$ cat config.mk
export PLATFORM = sky130hd
export DESIGN_NAME = yarp_fetch_unit
export DESIGN_NICKNAME = d
export VERILOG_FILES = /design/src/rtl/yarp_fetch_unit.sv
export SDC_FILE = /design/constraint.sdc
export NUM_CORES = 1
export LEC_CHECK = 0
export ABC_AREA = 1
export CAP_MARGIN = 20
export CELL_PAD_IN_SITES_DETAIL_PLACEMENT = 1
export CELL_PAD_IN_SITES_GLOBAL_PLACEMENT = 1
export CORE_UTILIZATION = 28
export CTS_CLUSTER_DIAMETER = 50
export DETAILED_ROUTE_END_ITERATION = 10
export HOLD_SLACK_MARGIN = 0.1
export PLACE_DENSITY_LB_ADDON = 0.08
export SLEW_MARGIN = 10
export SYNTH_ARGS = -nofsm -noshare
export SYNTH_HDL_FRONTEND = slang
export SYNTH_SLANG_ARGS = --single-unit
$ cat constraint.sdc
create_clock -name clk -period 1.55 [get_ports clk]
set_input_delay 0.155 -clock clk [delete_from_list [all_inputs] [get_ports clk]]
set_output_delay 0.155 -clock clk [all_outputs]
set_load 0.005 [all_outputs]
$ cat src/rtl/yarp_fetch_unit.sv
// yarp_fetch_unit: PC generation and instruction fetch for the yarp RV32I core.
//
// The unit keeps one instruction-memory request in flight at a time. A fetched
// word goes to decode, tagged with its PC, over a valid/ready handshake. A
// redirect (taken branch or jal/jalr) moves the PC to a word-aligned target and
// squashes any wrong-path fetch that is still in flight.
//
// Ports:
//   clk, reset_n        core clock; synchronous active-low reset
//   redirect_i          redirect request from execute
//   redirect_pc_i       redirect target (bits [1:0] are dropped)
//   imem_req_valid_o    fetch request valid
//   imem_req_addr_o     fetch address (word aligned)
//   imem_req_ready_i    instruction memory accepts the request
//   imem_rsp_valid_i    response valid
//   imem_rsp_data_i     response instruction word
//   instr_valid_o       instruction available to decode
//   instr_o             instruction word
//   instr_pc_o          PC of instr_o
//   instr_ready_i       decode accepts the instruction
//   misalign_o          one-cycle pulse: the last redirect target was not word aligned
module yarp_fetch_unit #(
    parameter logic [31:0] RESET_PC = 32'h0000_0000
) (
    input  logic        clk,
    input  logic        reset_n,
    input  logic        redirect_i,
    input  logic [31:0] redirect_pc_i,
    output logic        imem_req_valid_o,
    output logic [31:0] imem_req_addr_o,
    input  logic        imem_req_ready_i,
    input  logic        imem_rsp_valid_i,
    input  logic [31:0] imem_rsp_data_i,
    output logic        instr_valid_o,
    output logic [31:0] instr_o,
    output logic [31:0] instr_pc_o,
    input  logic        instr_ready_i,
    output logic        misalign_o
);

    typedef enum logic [1:0] {
        S_REQ,
        S_WAIT,
        S_HOLD
    } state_t;

    state_t      state_q, state_d;
    logic [31:0] pc_q, pc_d;
    logic        kill_q, kill_d;
    logic        capture;
    logic [31:0] redirect_target;

    assign redirect_target = {redirect_pc_i[31:2], 2'b00};

    // NOTE: every signal written in this block gets a default first, so no path
    // leaves one unassigned and no latch is inferred.
    always_comb begin
        state_d = state_q;
        pc_d    = pc_q;
        kill_d  = kill_q;
        capture = 1'b0;

        case (state_q)
            S_REQ: begin
                if (redirect_i) begin
                    pc_d = redirect_target;
                    // The old address is already accepted: its response must be dropped.
                    if (imem_req_ready_i) begin
                        kill_d  = 1'b1;
                        state_d = S_WAIT;
                    end
                end else if (imem_req_ready_i) begin
                    state_d = S_WAIT;
                end
            end

            S_WAIT: begin
                if (redirect_i) begin
                    pc_d = redirect_target;
                    if (imem_rsp_valid_i) begin
                        // The response arriving now is wrong-path and is consumed here.
                        kill_d  = 1'b0;
                        state_d = S_REQ;
                    end else begin
                        kill_d = 1'b1;
                    end
                end else if (imem_rsp_valid_i) begin
                    if (kill_q) begin
                        // pc already holds the redirect target.
                        kill_d  = 1'b0;
                        state_d = S_REQ;
                    end else begin
                        capture = 1'b1;
                        pc_d    = pc_q + 32'd4;
                        state_d = S_HOLD;
                    end
                end
            end

            S_HOLD: begin
                if (redirect_i) begin
                    pc_d    = redirect_target;
                    state_d = S_REQ;
                end else if (instr_ready_i) begin
                    state_d = S_REQ;
                end
            end

            default: state_d = S_REQ;
        endcase
    end

    // NOTE: state registers use non-blocking assignments so every flop samples
    // the pre-edge values, independent of statement order.
    always_ff @(posedge clk) begin
        if (!reset_n) begin
            state_q    <= S_REQ;
            pc_q       <= RESET_PC;
            kill_q     <= 1'b0;
            instr_o    <= 32'h0;
            instr_pc_o <= 32'h0;
            misalign_o <= 1'b0;
        end else begin
            state_q    <= state_d;
            pc_q       <= pc_d;
            kill_q     <= kill_d;
            misalign_o <= redirect_i && (redirect_pc_i[1:0] != 2'b00);
            if (capture) begin
                instr_o    <= imem_rsp_data_i;
                instr_pc_o <= pc_q;
            end
        end
    end

    // The request is gated by reset_n so memory never sees a request during reset.
    assign imem_req_valid_o = reset_n && (state_q == S_REQ);
    assign imem_req_addr_o  = pc_q;
    assign instr_valid_o    = (state_q == S_HOLD);

endmodule

==> run_summary.xml <==
<?xml version="1.0" encoding="UTF-8"?>
<metrics>
  <group name="cells_and_area">
    <metric name="final_nets" unit="">985</metric>
    <metric name="insertedDiodeCount" unit="">0</metric>
    <metric name="area.growth.synth_to_final" unit="%">59.59</metric>
    <metric name="post-route-util" unit="">0.4637</metric>
    <metric name="nFillCells" unit="">2047</metric>
    <metric name="fraction_of_layout_cells_with_a_size_suffix_above_1" unit="">0.1874</metric>
    <metric name="post_route_design_area" unit="sq um">7472</metric>
  </group>
  <group name="route">
    <metric name="post_drt_via_cell_ratio" unit="">4.645</metric>
    <metric name="detail_route.iter0.violations" unit="">141</metric>
    <metric name="antenna_violation_net_count_after_detailed_routing" unit="">0</metric>
    <metric name="vias" unit="">5267</metric>
    <metric name="drc_errors" unit="">0</metric>
    <metric name="wirelength" unit="um">18090</metric>
    <metric name="wl_per_cell" unit="um">15.95</metric>
    <metric name="drt_pass1_iterations" unit="">4</metric>
  </group>
  <group name="logic_synthesis">
    <metric name="netlist_area" unit="sq um">4682</metric>
    <metric name="synth_seq_cells" unit="">96</metric>
    <metric name="synthTopCellsByArea" unit="">sky130_fd_sc_hd__dfxtp_1, sky130_fd_sc_hd__nor2_1, sky130_fd_sc_hd__nand2_1, sky130_fd_sc_hd__o21ai_0, sky130_fd_sc_hd__a21oi_1</metric>
    <metric name="synth.avg_cell_area" unit="sq um">6.660</metric>
    <metric name="yosysTopAreaCellShare" unit="">0.4105</metric>
    <metric name="post_synthesis_instance_total" unit="">703</metric>
    <metric name="post_synth_cell_types" unit="">38</metric>
    <metric name="number_of_synthesis_warnings" unit="">0</metric>
    <metric name="synth_sequential_area_ratio" unit="">0.4105</metric>
    <metric name="netlist.top_cell.by_area" unit="">sky130_fd_sc_hd__dfxtp_1</metric>
  </group>
  <group name="worst_setup_path">
    <metric name="worst_r2r_endpoint" unit="">imem_req_addr_o[7]</metric>
    <metric name="r2r_cells" unit="">9</metric>
    <metric name="reg2reg_from" unit="">state_q[0]</metric>
    <metric name="cp_max_fo" unit="">4</metric>
    <metric name="timing.critical_path.from_type" unit="">register</metric>
    <metric name="worst_ep_required_time" unit="ns">1.39</metric>
    <metric name="startpoint" unit="">imem_req_addr_o[14]</metric>
    <metric name="worst-r2r-setup-slack" unit="ns">0.07</metric>
    <metric name="timing.setup.critical_path_class" unit="">reg -&gt; out</metric>
    <metric name="cp.arrival" unit="ns">1.36</metric>
    <metric name="worst_setup_path_end_kind" unit="">output port</metric>
  </group>
  <group name="global_route">
    <metric name="grt_pass1_wl" unit="um">28850</metric>
    <metric name="grt_max_degree" unit="">45</metric>
    <metric name="grt_util_all_layers" unit="">0.2100</metric>
    <metric name="initial_antenna_violation_count" unit="">0</metric>
    <metric name="first_global_vias" unit="">5397</metric>
    <metric name="grt.overflow.total" unit="">0</metric>
  </group>
  <group name="power_and_ir_drop">
    <metric name="p_leak" unit="nW">2.833</metric>
    <metric name="power.density_cell_area" unit="nW/um^2">920.4</metric>
    <metric name="post-layout-total-power" unit="W">0.006878</metric>
    <metric name="ir_drop" unit="V">0.0005711</metric>
  </group>
  <group name="clocking">
    <metric name="clock_sink_count" unit="">96</metric>
    <metric name="cts_tree" unit="">yes</metric>
    <metric name="clock_tree.root_cell" unit="">sky130_fd_sc_hd__clkbuf_16</metric>
    <metric name="cts_inserted_buffers" unit="">9</metric>
    <metric name="cts_htree_levels" unit="">3</metric>
    <metric name="clkSlewWorstSetupHoldPaths" unit="ns">0.07</metric>
    <metric name="clock_latency" unit="ns">0.35</metric>
    <metric name="cts_buffer_depth" unit="">2</metric>
  </group>
  <group name="placement">
    <metric name="detailedPlacementHpwl" unit="um">14000</metric>
    <metric name="dpl-instance-area" unit="sq um">6902</metric>
    <metric name="place.gp.congestion" unit="">0.8507</metric>
    <metric name="buffer_ports.inserted" unit="">164</metric>
    <metric name="pre_cts_slack" unit="ns">-0.2915</metric>
  </group>
  <group name="worst_hold_path">
    <metric name="hold_path_startpoint" unit="">reset_n</metric>
    <metric name="hold_path_depth" unit="">4</metric>
    <metric name="worstHoldEndpoint" unit="">instr_o[2]</metric>
    <metric name="hold_path_class" unit="">in -&gt; reg</metric>
  </group>
  <group name="die">
    <metric name="core_area" unit="sq um">16120</metric>
    <metric name="design.die.area" unit="sq um">17240</metric>
    <metric name="row_count" unit="">46</metric>
    <metric name="die_height" unit="um">131.3</metric>
    <metric name="io_pins" unit="">169</metric>
    <metric name="die_w" unit="um">131.3</metric>
    <metric name="initial_utilization" unit="">0.2905</metric>
  </group>
  <group name="timing">
    <metric name="hold-worst-slack" unit="ns">0.3501</metric>
    <metric name="fmax" unit="MHz">659.8</metric>
    <metric name="period_needed" unit="ns">1.516</metric>
    <metric name="worst_slack" unit="ns">0.03444</metric>
    <metric name="final-hold-violation-count" unit="">0</metric>
    <metric name="rsz0062_at_grt" unit="">yes</metric>
    <metric name="timing.clock.skew" unit="ns">0.005135</metric>
    <metric name="finalSetupViolations" unit="">0</metric>
    <metric name="period_share" unit="">0.9778</metric>
    <metric name="final_count_of_pins_violating_max_slew" unit="">0</metric>
  </group>
  <group name="run_status">
    <metric name="outcome" unit="">finished, final reports clean</metric>
  </group>
  <group name="job">
    <metric name="max_cap_violation_count" unit="">0</metric>
  </group>
</metrics>
cell usage after synthesis:
| cell | instances |
|---|---|
| sky130_fd_sc_hd__nand4_1 | 5 |
| sky130_fd_sc_hd__nand2_1 | 151 |
| sky130_fd_sc_hd__or2_1 | 1 |
| sky130_fd_sc_hd__clkinv_2 | 1 |
| sky130_fd_sc_hd__buf_6 | 8 |
| sky130_fd_sc_hd__a21oi_1 | 45 |
| sky130_fd_sc_hd__buf_1 | 2 |
| sky130_fd_sc_hd__nor2_2 | 5 |
| sky130_fd_sc_hd__nand2_2 | 1 |
| sky130_fd_sc_hd__ha_1 | 1 |
| sky130_fd_sc_hd__a211oi_1 | 1 |
| sky130_fd_sc_hd__buf_2 | 4 |
| sky130_fd_sc_hd__nand2_4 | 1 |
| sky130_fd_sc_hd__conb_1 | 1 |
| sky130_fd_sc_hd__a31oi_1 | 3 |
| sky130_fd_sc_hd__nor2_4 | 3 |
| sky130_fd_sc_hd__inv_6 | 1 |
| sky130_fd_sc_hd__nand3_4 | 1 |
| sky130_fd_sc_hd__buf_4 | 11 |
| sky130_fd_sc_hd__nor4_1 | 1 |
| sky130_fd_sc_hd__nor3_1 | 5 |
| sky130_fd_sc_hd__dfxtp_1 | 96 |
| sky130_fd_sc_hd__o21ai_0 | 75 |
| sky130_fd_sc_hd__nor2_1 | 176 |
| sky130_fd_sc_hd__nand3_2 | 1 |
| sky130_fd_sc_hd__o211a_1 | 1 |
| sky130_fd_sc_hd__inv_1 | 37 |
| sky130_fd_sc_hd__nand3_1 | 35 |
| sky130_fd_sc_hd__o21ai_1 | 6 |
| sky130_fd_sc_hd__nor3_4 | 1 |
| sky130_fd_sc_hd__clkbuf_1 | 11 |
| sky130_fd_sc_hd__inv_2 | 2 |
| sky130_fd_sc_hd__o21ai_2 | 1 |
| sky130_fd_sc_hd__a21oi_2 | 3 |
| sky130_fd_sc_hd__clkbuf_2 | 1 |
| sky130_fd_sc_hd__or2_2 | 2 |
| sky130_fd_sc_hd__o2111ai_1 | 2 |
| sky130_fd_sc_hd__o31ai_1 | 1 |
sequential cells by signal (all words and copies together) (netlist names):
name / flops
instr_o: 32
kill_q: 1
instr_pc_o: 30
misalign_o: 1
imem_req_addr_o: 30
state_q: 2
power by group:
part | internal, W | total [W] | switching (W)
combinational | 0.000844 | 0.00160 | 0.000760
clock | 0.00142 | 0.00245 | 0.00103
sequential | 0.00266 | 0.00282 | 0.000159
total | 0.00492 | 0.00688 | 0.00195
layer usage:
layer	up-vias	wire length, um	GRT usage
met5	-	0	0
met4	0	317	0.06912
met3	21	643	0.03202
met2	115	8455	0.3490
met1	2448	8669	0.2771
li1	2683	-	-
timing repair:
action,in CTS,in global routing
buffers inserted,0,2
endpoints found under the setup margin,26,74
resized for setup,28,72
pin swaps,0,9
hold buffers,0,0
worst max-delay path, cell delays in order (launching register included):
cell                              delay, ns
sky130_fd_sc_hd__dfxtp_2               0.37
sky130_fd_sc_hd__buf_4                 0.15
sky130_fd_sc_hd__clkdlybuf4s50_1       0.50
final cells by class:
type	instances	area, sq um	area share
flip-flops and latches	96	1964	0.2629
repair buffers	234	2225	0.2977
clock buffers	9	225.2	0.03014
inverters	41	168.9	0.02261
clock inverters	6	92.59	0.01239
well taps	216	270.3	0.03617
multi-input cells	532	2526	0.3381
through the flow:
step	cells	setup TNS, ns
after detailed placement	1117	-19.56
after CTS	1132	-0.004918
after global placement	1117	-15.87
after floorplan	706	0
final	1134	0
after global routing	1134	-0.1358
cells by family (layout without fill, tap and decap cells):
family | Yosys count | count (layout) | share of synthesized area
fa+ha+maj | 1 | 1 | 0.002672
compound gates | 138 | 138 | 0.1553
other cells | 1 | 4 | 0.0008009
buf+inv | 78 | 290 | 0.08685
simple gates | 389 | 389 | 0.3439
flops | 96 | 96 | 0.4105
worst max path at each step:
stage | end | cells after the start
6_report | imem_req_addr_o[14] | 2
3_5_place_dp | instr_o[25] | 7
5_1_grt | imem_req_addr_o[7] | 9
2_1_floorplan | imem_req_addr_o[22] | 10
3_3_place_gp | imem_req_addr_o[26] | 8
4_1_cts | imem_req_addr_o[22] | 10
cell usage in the layout (no fill, tap or decap), types with 3 or more instances in the layout:
master | Yosys | final
sky130_fd_sc_hd__buf_6 | 8 | 5
sky130_fd_sc_hd__nor2_1 | 176 | 159
sky130_fd_sc_hd__nor2_2 | 5 | 13
sky130_fd_sc_hd__o21ai_1 | 6 | 12
sky130_fd_sc_hd__nand2_1 | 151 | 143
sky130_fd_sc_hd__nand4_1 | 5 | 5
sky130_fd_sc_hd__o21ai_0 | 75 | 69
sky130_fd_sc_hd__nand3_2 | 1 | 4
sky130_fd_sc_hd__dfxtp_1 | 96 | 68
sky130_fd_sc_hd__inv_2 | 2 | 3
sky130_fd_sc_hd__nor2_4 | 3 | 12
sky130_fd_sc_hd__nand2_2 | 1 | 6
sky130_fd_sc_hd__inv_4 | 0 | 3
sky130_fd_sc_hd__dfxtp_2 | 0 | 25
sky130_fd_sc_hd__a21oi_2 | 3 | 4
sky130_fd_sc_hd__clkbuf_16 | 0 | 9
sky130_fd_sc_hd__dlygate4sd2_1 | 0 | 3
sky130_fd_sc_hd__dfxtp_4 | 0 | 3
sky130_fd_sc_hd__a21oi_1 | 45 | 44
sky130_fd_sc_hd__buf_12 | 0 | 3
sky130_fd_sc_hd__buf_4 | 11 | 61
sky130_fd_sc_hd__conb_1 | 1 | 4
sky130_fd_sc_hd__a31oi_1 | 3 | 3
sky130_fd_sc_hd__nand2_4 | 1 | 4
sky130_fd_sc_hd__nor3_1 | 5 | 4
sky130_fd_sc_hd__inv_1 | 37 | 34
sky130_fd_sc_hd__nand3_1 | 35 | 31
sky130_fd_sc_hd__clkdlybuf4s50_1 | 0 | 159
Power figures use the tool's default switching activity.
